==> config.mk <==
export PLATFORM = sky130hd
export DESIGN_NAME = numbers_const_sequencer
export DESIGN_NICKNAME = d
export VERILOG_FILES = /design/src/rtl/numbers_pkg.sv /design/src/rtl/numbers_const_table.sv /design/src/rtl/numbers_const_sequencer.sv
export SDC_FILE = /design/constraint.sdc
export NUM_CORES = 1
export LEC_CHECK = 0
export BUFFER_PORTS_ARGS = -buffer_cell sky130_fd_sc_hd__buf_2
export CAP_MARGIN = 40
export CORE_ASPECT_RATIO = 1.1
export CORE_MARGIN = 1.5
export CORE_UTILIZATION = 60
export CTS_CLUSTER_DIAMETER = 200
export DETAILED_ROUTE_END_ITERATION = 8
export GPL_TIMING_DRIVEN = 0
export HOLD_SLACK_MARGIN = 0.05
export MAX_ROUTING_LAYER = met4
export PLACE_DENSITY_LB_ADDON = 0.15
export RECOVER_POWER = 25
export SYNTH_ARGS = -nofsm -noshare
export SYNTH_HDL_FRONTEND = slang
export SYNTH_HIERARCHICAL = 1
export SYNTH_SLANG_ARGS = --single-unit
==> constraint.sdc <==
create_clock -name clk -period 3.24 [get_ports clk]
set_clock_uncertainty 0.1 [all_clocks]
set_input_delay 0.486 -clock clk [delete_from_list [all_inputs] [get_ports clk]]
set_output_delay 0.486 -clock clk [all_outputs]
set_load 0.03 [all_outputs]
==> src/rtl/numbers_pkg.sv <==
// Shared types for the constant sequencer: sequence modes, FSM states and the mode decoder.
package numbers_pkg;

    typedef enum logic [1:0] {
        ONESHOT = 2'd0,
        LOOP    = 2'd1,
        REVERSE = 2'd2,
        RSVD    = 2'd3
    } seq_mode_e;

    typedef enum logic [1:0] {
        IDLE = 2'd0,
        RUN  = 2'd1,
        DONE = 2'd2
    } seq_state_e;

    // The reserved encoding behaves as a one-shot pass.
    function automatic seq_mode_e decode_mode(input logic [1:0] m);
        seq_mode_e d;
        d = seq_mode_e'(m);
        if (d == RSVD) d = ONESHOT;
        return d;
    endfunction

endpackage

==> src/rtl/numbers_const_table.sv <==
// DEPTH x WIDTH constant table: BASE + i*STEP at reset, one write port, one combinational read port.
module numbers_const_table #(
    parameter int          WIDTH = 16,
    parameter int          DEPTH = 8,
    parameter int unsigned BASE  = 32'h00A5,
    parameter int unsigned STEP  = 32'h0011,
    localparam int         AW    = $clog2(DEPTH)
) (
    input  logic             clk,
    input  logic             rst,
    input  logic             wr_en,
    input  logic [AW-1:0]    wr_addr,
    input  logic [WIDTH-1:0] wr_data,
    input  logic [AW-1:0]    rd_addr,
    output logic [WIDTH-1:0] rd_data
);

    logic [WIDTH-1:0] mem [DEPTH];

    always_ff @(posedge clk) begin
        if (rst) begin
            for (int i = 0; i < DEPTH; i++) begin
                mem[i] <= WIDTH'(BASE + 32'(i) * STEP);
            end
        end else if (wr_en) begin
            mem[wr_addr] <= wr_data;
        end
    end

    // A read in the write cycle sees the old contents.
    assign rd_data = mem[rd_addr];

endmodule

==> src/rtl/numbers_const_sequencer.sv <==
// Streams table constants over valid/ready in one-shot, loop or reverse order.
// Optional out_parity port enabled by defining NUMBERS_SEQ_PARITY_EN.
module numbers_const_sequencer
    import numbers_pkg::*;
#(
    parameter int          WIDTH = 16,
    parameter int          DEPTH = 8,
    parameter int unsigned BASE  = 32'h00A5,
    parameter int unsigned STEP  = 32'h0011,
    localparam int         AW    = $clog2(DEPTH)
) (
    input  logic             clk,
    input  logic             rst,
    input  logic             wr_en,
    input  logic [AW-1:0]    wr_addr,
    input  logic [WIDTH-1:0] wr_data,
    input  logic             start,
    input  logic [1:0]       mode,
    input  logic [AW:0]      count,
    input  logic             stop,
    output logic             out_valid,
    input  logic             out_ready,
    output logic [WIDTH-1:0] out_data,
    output logic             out_last,
    output logic             busy,
    output logic             done
`ifdef NUMBERS_SEQ_PARITY_EN
    ,
    output logic             out_parity
`endif
);

    // Handshake: a beat transfers on any clock edge where out_valid && out_ready;
    // out_data/out_last are held unchanged while out_valid && !out_ready.

    seq_state_e       state;
    seq_mode_e        mode_q;
    seq_mode_e        mode_dec;
    logic [AW:0]      n_q;
    logic [AW:0]      n_eff;
    logic [AW-1:0]    idx;
    logic [AW-1:0]    start_idx;
    logic [AW-1:0]    next_idx;
    logic [AW-1:0]    rd_addr;
    logic [WIDTH-1:0] rd_data;
    logic             stop_req;
    logic             accept;
    logic             end_seq;
    logic             load;

    numbers_const_table #(
        .WIDTH(WIDTH),
        .DEPTH(DEPTH),
        .BASE (BASE),
        .STEP (STEP)
    ) u_table (
        .clk    (clk),
        .rst    (rst),
        .wr_en  (wr_en),
        .wr_addr(wr_addr),
        .wr_data(wr_data),
        .rd_addr(rd_addr),
        .rd_data(rd_data)
    );

    function automatic logic is_last(input logic [AW-1:0] i, input seq_mode_e m,
                                     input logic [AW:0] n);
        if (m == REVERSE) return i == '0;
        return i == AW'(n - 1'b1);
    endfunction

    always_comb begin
        mode_dec = decode_mode(mode);
        n_eff    = (count == '0 || count > (AW+1)'(DEPTH)) ? (AW+1)'(DEPTH) : count;
        start_idx = (mode_dec == REVERSE) ? AW'(n_eff - 1'b1) : '0;
        if (mode_q == REVERSE)              next_idx = idx - 1'b1;
        else if (idx == AW'(n_q - 1'b1))    next_idx = '0;
        else                                next_idx = idx + 1'b1;
        // The address fetched is always the entry to be presented after the next edge.
        rd_addr  = (state == IDLE) ? start_idx : next_idx;
        accept   = out_valid && out_ready;
        end_seq  = accept && ((mode_q == LOOP) ? (stop || stop_req) : out_last);
        load     = (state == IDLE && start) || (state == RUN && accept && !end_seq);
    end

    always_ff @(posedge clk) begin
        if (rst) begin
            state     <= IDLE;
            mode_q    <= ONESHOT;
            n_q       <= '0;
            idx       <= '0;
            stop_req  <= 1'b0;
            out_valid <= 1'b0;
            out_data  <= '0;
            out_last  <= 1'b0;
            busy      <= 1'b0;
            done      <= 1'b0;
        end else begin
            case (state)
                IDLE: begin
                    if (start) begin
                        mode_q    <= mode_dec;
                        n_q       <= n_eff;
                        idx       <= start_idx;
                        out_data  <= rd_data;
                        out_last  <= is_last(start_idx, mode_dec, n_eff);
                        out_valid <= 1'b1;
                        busy      <= 1'b1;
                        state     <= RUN;
                    end
                end
                RUN: begin
                    if (stop && mode_q == LOOP) stop_req <= 1'b1;
                    if (end_seq) begin
                        out_valid <= 1'b0;
                        out_last  <= 1'b0;
                        done      <= 1'b1;
                        state     <= DONE;
                    end else if (accept) begin
                        idx      <= next_idx;
                        out_data <= rd_data;
                        out_last <= is_last(next_idx, mode_q, n_q);
                    end
                end
                DONE: begin
                    done     <= 1'b0;
                    stop_req <= 1'b0;
                    busy     <= 1'b0;
                    state    <= IDLE;
                end
                default: state <= IDLE;
            endcase
        end
    end

`ifdef NUMBERS_SEQ_PARITY_EN
    always_ff @(posedge clk) begin
        if (rst)       out_parity <= 1'b0;
        else if (load) out_parity <= ^rd_data;
    end
`endif

endmodule

Word level (Yosys, flattened, before mapping)
Memory sizes are Yosys's and may differ from the RTL's.
Index checks and enable logic that the tools add are counted.
{"block": "totals", "reg_bits": 31, "ram_bits": 128, "out_inout_bits": 20, "n_memories": 1}
{"block": "op_classes", "add_sub_neg": 4, "order_cmp": 1, "eq_ne": 15, "mux": 51, "reduce_logical": 21}
{"memory": "u_table.mem", "words": 8, "word_bits": 16, "read_ports": 1, "rd_ports_with_merged_regs": 0, "write_ports": 8, "line_no": "numbers_const_table.sv:18", "text": "logic [WIDTH-1:0] mem [DEPTH];"}
{"op": "$mux W16", "count": 4}
{"op": "$pmux W16 S2", "count": 1}
{"op": "$mux W1", "count": 27}
{"op": "$mux W3", "count": 9}
{"op": "$reduce_or A16 Y1", "count": 1}
{"op": "$pmux W1 S2", "count": 5}
{"op": "$reduce_and A2 Y1", "count": 5}
{"op": "$eq A3 B3 Y1", "count": 3}
{"op": "$sub A3 B1 Y3 const B", "count": 3}
{"op": "$eq A2 B2 Y1 const B", "count": 4}
{"op": "$ne A2 B2 Y1 const B", "count": 4}
{"op": "$logic_not A3 Y1", "count": 2}
{"op": "$mux W2", "count": 3}
{"op": "$pmux W3 S2", "count": 1}
{"op": "$reduce_and A3 Y1", "count": 2}
{"op": "$reduce_bool A2 Y1", "count": 3}
{"op": "$eq A2 B1 Y1 const B", "count": 2}
{"op": "$gt A4 B4 Y1 const B", "count": 1}
{"op": "$logic_not A4 Y1", "count": 1}
{"op": "$pmux W2 S2", "count": 1}
{"op": "$reduce_and A4 Y1", "count": 1}
{"op": "$add A3 B1 Y3 const B", "count": 1}
{"op": "$logic_and A1 B1 Y1", "count": 3}
{"op": "$ne A3 B3 Y1 const B", "count": 1}
{"op": "3 further kinds", "count": 4}

Logic depth before layout (Yosys ltp)
{"block": "depth", "ltp_word": 10, "ltp_mapped": 13, "mapped_depth_nobuf": 11}

Cells and area by module
Netlist, hierarchy kept.
{"module": "numbers_const_table", "n_inst": 1, "cells_each": 373, "area_per_inst_um2": 5869.4, "seq_area_each_um2": 3843.7}
{"module": "numbers_const_sequencer", "n_inst": 1, "cells_each": 208, "area_per_inst_um2": 1656.6, "seq_area_each_um2": 620.6}

Least setup slack after synthesis
OpenSTA, ideal clock, no wires.
{"block": "synth_timing", "path_type": "register to register", "from": "register n_q[0]", "to": "register out_data[1]", "setup_time_ps": 132, "arrival_ps": 2767, "required_ps": 3008, "path_slack_ps": 240, "stages_incl_launch_ff": 14, "path_buffers": 2, "cell_sequence": "dfxtp_1 > inv_1 > ha_1 > xnor2_1 > or3_4 > nand2b_4 > o211ai_1 > o31ai_1 > buf_6 > buf_6 > mux4_1 > mux2_2 > nand2_1 > a21oi_1"}
{"block": "synth_via", "elab_chain_len": 9, "word_cells_on_any_way": 10, "cone_classes": "add/sub (1); eq/ne (1); mux (7); memory (1)"}
{"element": "start: declaration", "line_no": "numbers_const_sequencer.sv:39", "text": "logic [AW:0] n_q;"}
{"element": "start signal: assignment", "line_no": "numbers_const_sequencer.sv:103", "text": "n_q <= n_eff;"}
{"element": "$sub A3 B1 Y3 *", "line_no": "numbers_const_sequencer.sv:77", "text": "else if (idx == AW'(n_q - 1'b1)) next_idx = '0;"}
{"element": "$eq A3 B3 Y1 *", "line_no": "numbers_const_sequencer.sv:77"}
{"element": "$mux W3 *", "line_no": "numbers_const_sequencer.sv:77"}
{"element": "$mux W3 *", "line_no": "numbers_const_sequencer.sv:76", "text": "if (mode_q == REVERSE) next_idx = idx - 1'b1;"}
{"element": "$mux W3 *", "line_no": "numbers_const_sequencer.sv:80", "text": "rd_addr = (state == IDLE) ? start_idx : next_idx;"}
{"element": "via rd_addr[0]", "line_no": "numbers_const_sequencer.sv:44", "text": "logic [AW-1:0] rd_addr;"}
{"element": "$mem_v2 Z8 W16 *"}
{"element": "via rd_data[1]", "line_no": "numbers_const_sequencer.sv:45", "text": "logic [WIDTH-1:0] rd_data;"}
{"element": "$mux W16", "line_no": "numbers_const_sequencer.sv:119", "text": "end else if (accept) begin"}
{"element": "$mux W16", "line_no": "numbers_const_sequencer.sv:114", "text": "if (end_seq) begin"}
{"element": "$pmux W16 S2 *", "line_no": "numbers_const_sequencer.sv:99", "text": "case (state)"}
{"element": "end signal: assignment", "line_no": "numbers_const_sequencer.sv:105", "text": "out_data <= rd_data;"}
{"element": "end signal: assignment", "line_no": "numbers_const_sequencer.sv:121", "text": "out_data <= rd_data;"}
{"element": "end: declaration", "line_no": "numbers_const_sequencer.sv:23", "text": "output logic [WIDTH-1:0] out_data,"}
Mark *: on every way through the listed nets, which the timed path passes. The rest lies on a longest branch. The select of a mux whose other input is x is not followed.
A chain may end at the register's enable or synchronous reset.

Worst setup path in the final report
{"block": "layout_timing", "from": "register n_q[0]", "to": "register out_data[5]"}
Same word-level chain as after synthesis.

==> results.yml <==
run_status:
  status: "finished clean"
power:
  ir_drop_uv: 344
  p_per_area_mw_per_mm2: 583
  power_frac_comb: 0.145
  pwr-share-seq: 0.478
  swShare: 0.251
  p_leak_uw: 0.00292
  pwr-share-clk: 0.377
  switching_power_uw: 1250
  p_int_uw: 3740
  total_power_uw: 4990
worst_setup_path:
  cpMostUsedCell: "buf_6"
  cpPeakStageDelay_ps: 500
  crit_type: "reg -> reg"
  start_kind: "flop"
  path_delay_family: "multiplexers"
  cp.required_ps: 3430
  path_buf_inv: 3
  worst_path_max_delay_cell: "mux4_1"
  crit_arrival_ps: 3350
  cp_cell_sequence: "inv_1 -> ha_4 -> xor3_1 -> or3_4 -> nand2b_4 -> o211ai_1 -> o31ai_2 -> buf_6 -> buf_6 -> mux4_1 -> mux2_2 -> nand2_1 -> a21oi_1"
  end_kind: "flop"
  worst-path-max-fanout: 10
finish:
  drive_gt1_frac: 0.171
  multi_input_area_sq_mm: 0.00278
  fillers: 860
  n_antenna_cell: 0
  design_area_sq_mm: 0.00856
  seqCellArea_sq_mm: 0.00447
  syn_to_final_growth_pct: 13.7
  fin_nets: 688
global_route:
  use_met1: 0.379
  grt_first_pass_wirelength_mm: 28.2
  antenna_found_initial: 0
  grt_max_degree: 17
  grt_util_met2: 0.485
  grt_pass1_vias: 5220
  gr-total-overflow: 0
  grtUsageMet3: 0.0501
  grt_use_total: 0.307
  busiest_layer: "met2"
clocking:
  cts_buffer_depth: 2
  clk_latency_ps: 430
  root_buffer: "clkbuf_16"
  cts_hold_repair.buffers: 0
  clk_pin_slew_ps: 60
  cts.sinks: 159
  cts_buffers: 17
  cts_tree: "yes"
  htreeDepth: 4
detailed_routing:
  firstDrtPassIters: 6
  drc: 0
  routed_wl_mm: 18.3
  vias_per_cell: 6.40
  vias: 5245
  drt_first_iter_violations: 529
  wl_per_cell_um: 22.4
  ant_nets: 0
yosys:
  ys_types: 51
  syn_area_sq_mm: 0.00753
  synth_ff_type: "edfxtp_1"
  synthArstFlopShare: 0
  synth_cells: 581
  syn-num-nets: 616
  ys_ff_latch: 159
  synth.avg_cell_area_sq_um: 13.0
  ys_seq_area_frac: 0.593
  synth_edf_count: 128
  yosys_warnings: 6
floorplan:
  core_area_sq_mm: 0.0121
  ioPinCount: 51
  die_y_um: 120
  die_w_um: 110
  initial_utilization: 0.620
  die_area_sq_mm: 0.0132
  row_count: 42
timing:
  post-route-min-period_ps: 3160
  slew_violations: 0
  relSlewSlack: 0.469
  hold_viol_final: 0
  post-route-period-util: 0.975
  setup_slack_ps: 82.3
  tightestPinTransition_ps: 797
  clock.fmax_mhz: 317
  finalSetupViolations: 0
job:
  maxCapViolations: 0
min_path:
  hold_class: "in -> reg"
placement:
  port_buffers: 50
  post-place-ws_ps: -583
  globalplace.congestion: 0.878
  dpl_cell_area_sq_mm: 0.00800
  dp.final_hpwl_mm: 12.5
stage by stage:
stage | utilization | instances | setup TNS, ps | hold WS (ps)
6_report | 0.705 | 819 | 0 | 239
5_1_grt | 0.705 | 819 | -49.4 | 248
4_1_cts | 0.707 | 819 | 0 | 229
3_5_place_dp | 0.659 | 787 | -7920 | 341
3_3_place_gp | 0.656 | 785 | -14750 | 340
2_1_floorplan | - | 581 | 0 | 373
Yosys cell counts, types with 5 or more instances:
cell	number	area (sq um)
nor2b_1	8	50.1
nor3_1	84	420
buf_2	7	35.0
xnor2_1	6	52.6
and3_1	9	56.3
edfxtp_1	128	3840
clkbuf_1	28	105
a21oi_1	31	155
inv_1	14	52.6
nand2_1	40	150
mux4_1	28	736
nor2_1	21	78.8
buf_6	5	56.3
or3_1	11	68.8
mux2_2	17	191
nand2b_1	10	62.6
a21o_1	9	67.6
dfxtp_1	31	621
clkinv_1	7	26.3
nand3_1	27	135
a211oi_1	5	37.5
routing by layer:
layer,vias to the layer above,wire length (um)
met1,2578,7200
met2,260,9310
met4,0,529
li1,2362,-
met5,-,0
met3,45,1290
sequential cells by signal, summed over array words and instances, names as in the netlist:
name,count
u_table/mem,128
out_data,16
idx,3
n_q,3
mode_q,2
state,2
busy,1
done,1
out_last,1
out_valid,1
stop_req,1
logic make-up after synthesis:
family / Yosys count / synth area share
buffers and inverters: 67 / 0.0407
flip-flops: 159 / 0.593
AO/OA/AOI/OAI: 66 / 0.0574
adder cells (fa/ha/maj): 4 / 0.00665
AND/OR/NAND/NOR: 224 / 0.151
multiplexers: 51 / 0.138
XOR/XNOR: 10 / 0.0136
what timing repair did:
item                       4_1_cts  5_1_grt
setup endpoints to repair       16       16
gates resized for setup         10       12
pin swaps                        1        1
setup buffers                    1        0
power groups by stage:
stage          combinational [uW]  clock (uW)  sequential, uW
2_1_floorplan                 445           0            2460
3_3_place_gp                  692           0            2420
3_5_place_dp                  703           0            2430
4_1_cts                       722        1890            2390
5_1_grt                       776        1970            2400
6_report                      724        1880            2390
layout by cell type, fill, tap and decap left out, types with 3 or more instances in the layout:
master and n:
and2_1 4, xnor2_1 5, ha_1 3, inv_1 14, edfxtp_1 128, clkbuf_16 17, clkinvlp_4 3, nor2_1 21
buf_2 33, clkinv_1 11, mux2_2 17, nand2_1 40, mux4_2 11, clkinv_2 4, nor3_1 84, clkbuf_1 50
nand2b_1 10, nor2b_1 8, nand3_1 27, and3_1 9, a21o_1 9, mux4_1 21, buf_4 4, buf_6 7
or3_1 11, a21oi_1 31, dfxtp_1 30, a211oi_1 5
final timing paths:
path	slack, ps	endpoint	cells past startpoint	from
max	80	out_data[5]$_SDFFE_PP0P_	13	n_q[0]$_SDFFE_PP0P_
min	240	u_table/mem[6][1]$_SDFFCE_PN1P_	2	wr_data[1]
max reg2reg	80	out_data[5]$_SDFFE_PP0P_	13	n_q[0]$_SDFFE_PP0P_
min reg2reg	350	out_data[8]$_SDFFE_PP0P_	2	out_data[8]$_SDFFE_PP0P_
layout make-up:
type / count / share of cell area
Buffer: 46 / 0.0272
Inverter: 21 / 0.00921
Multi-Input combinational cell: 355 / 0.325
Timing Repair Buffer: 53 / 0.0297
Sequential cell: 159 / 0.522
Clock buffer: 17 / 0.0497
Tap cell: 154 / 0.0225
Clock inverter: 14 / 0.0148
Note: power is estimated with default switching activity, not from simulation.
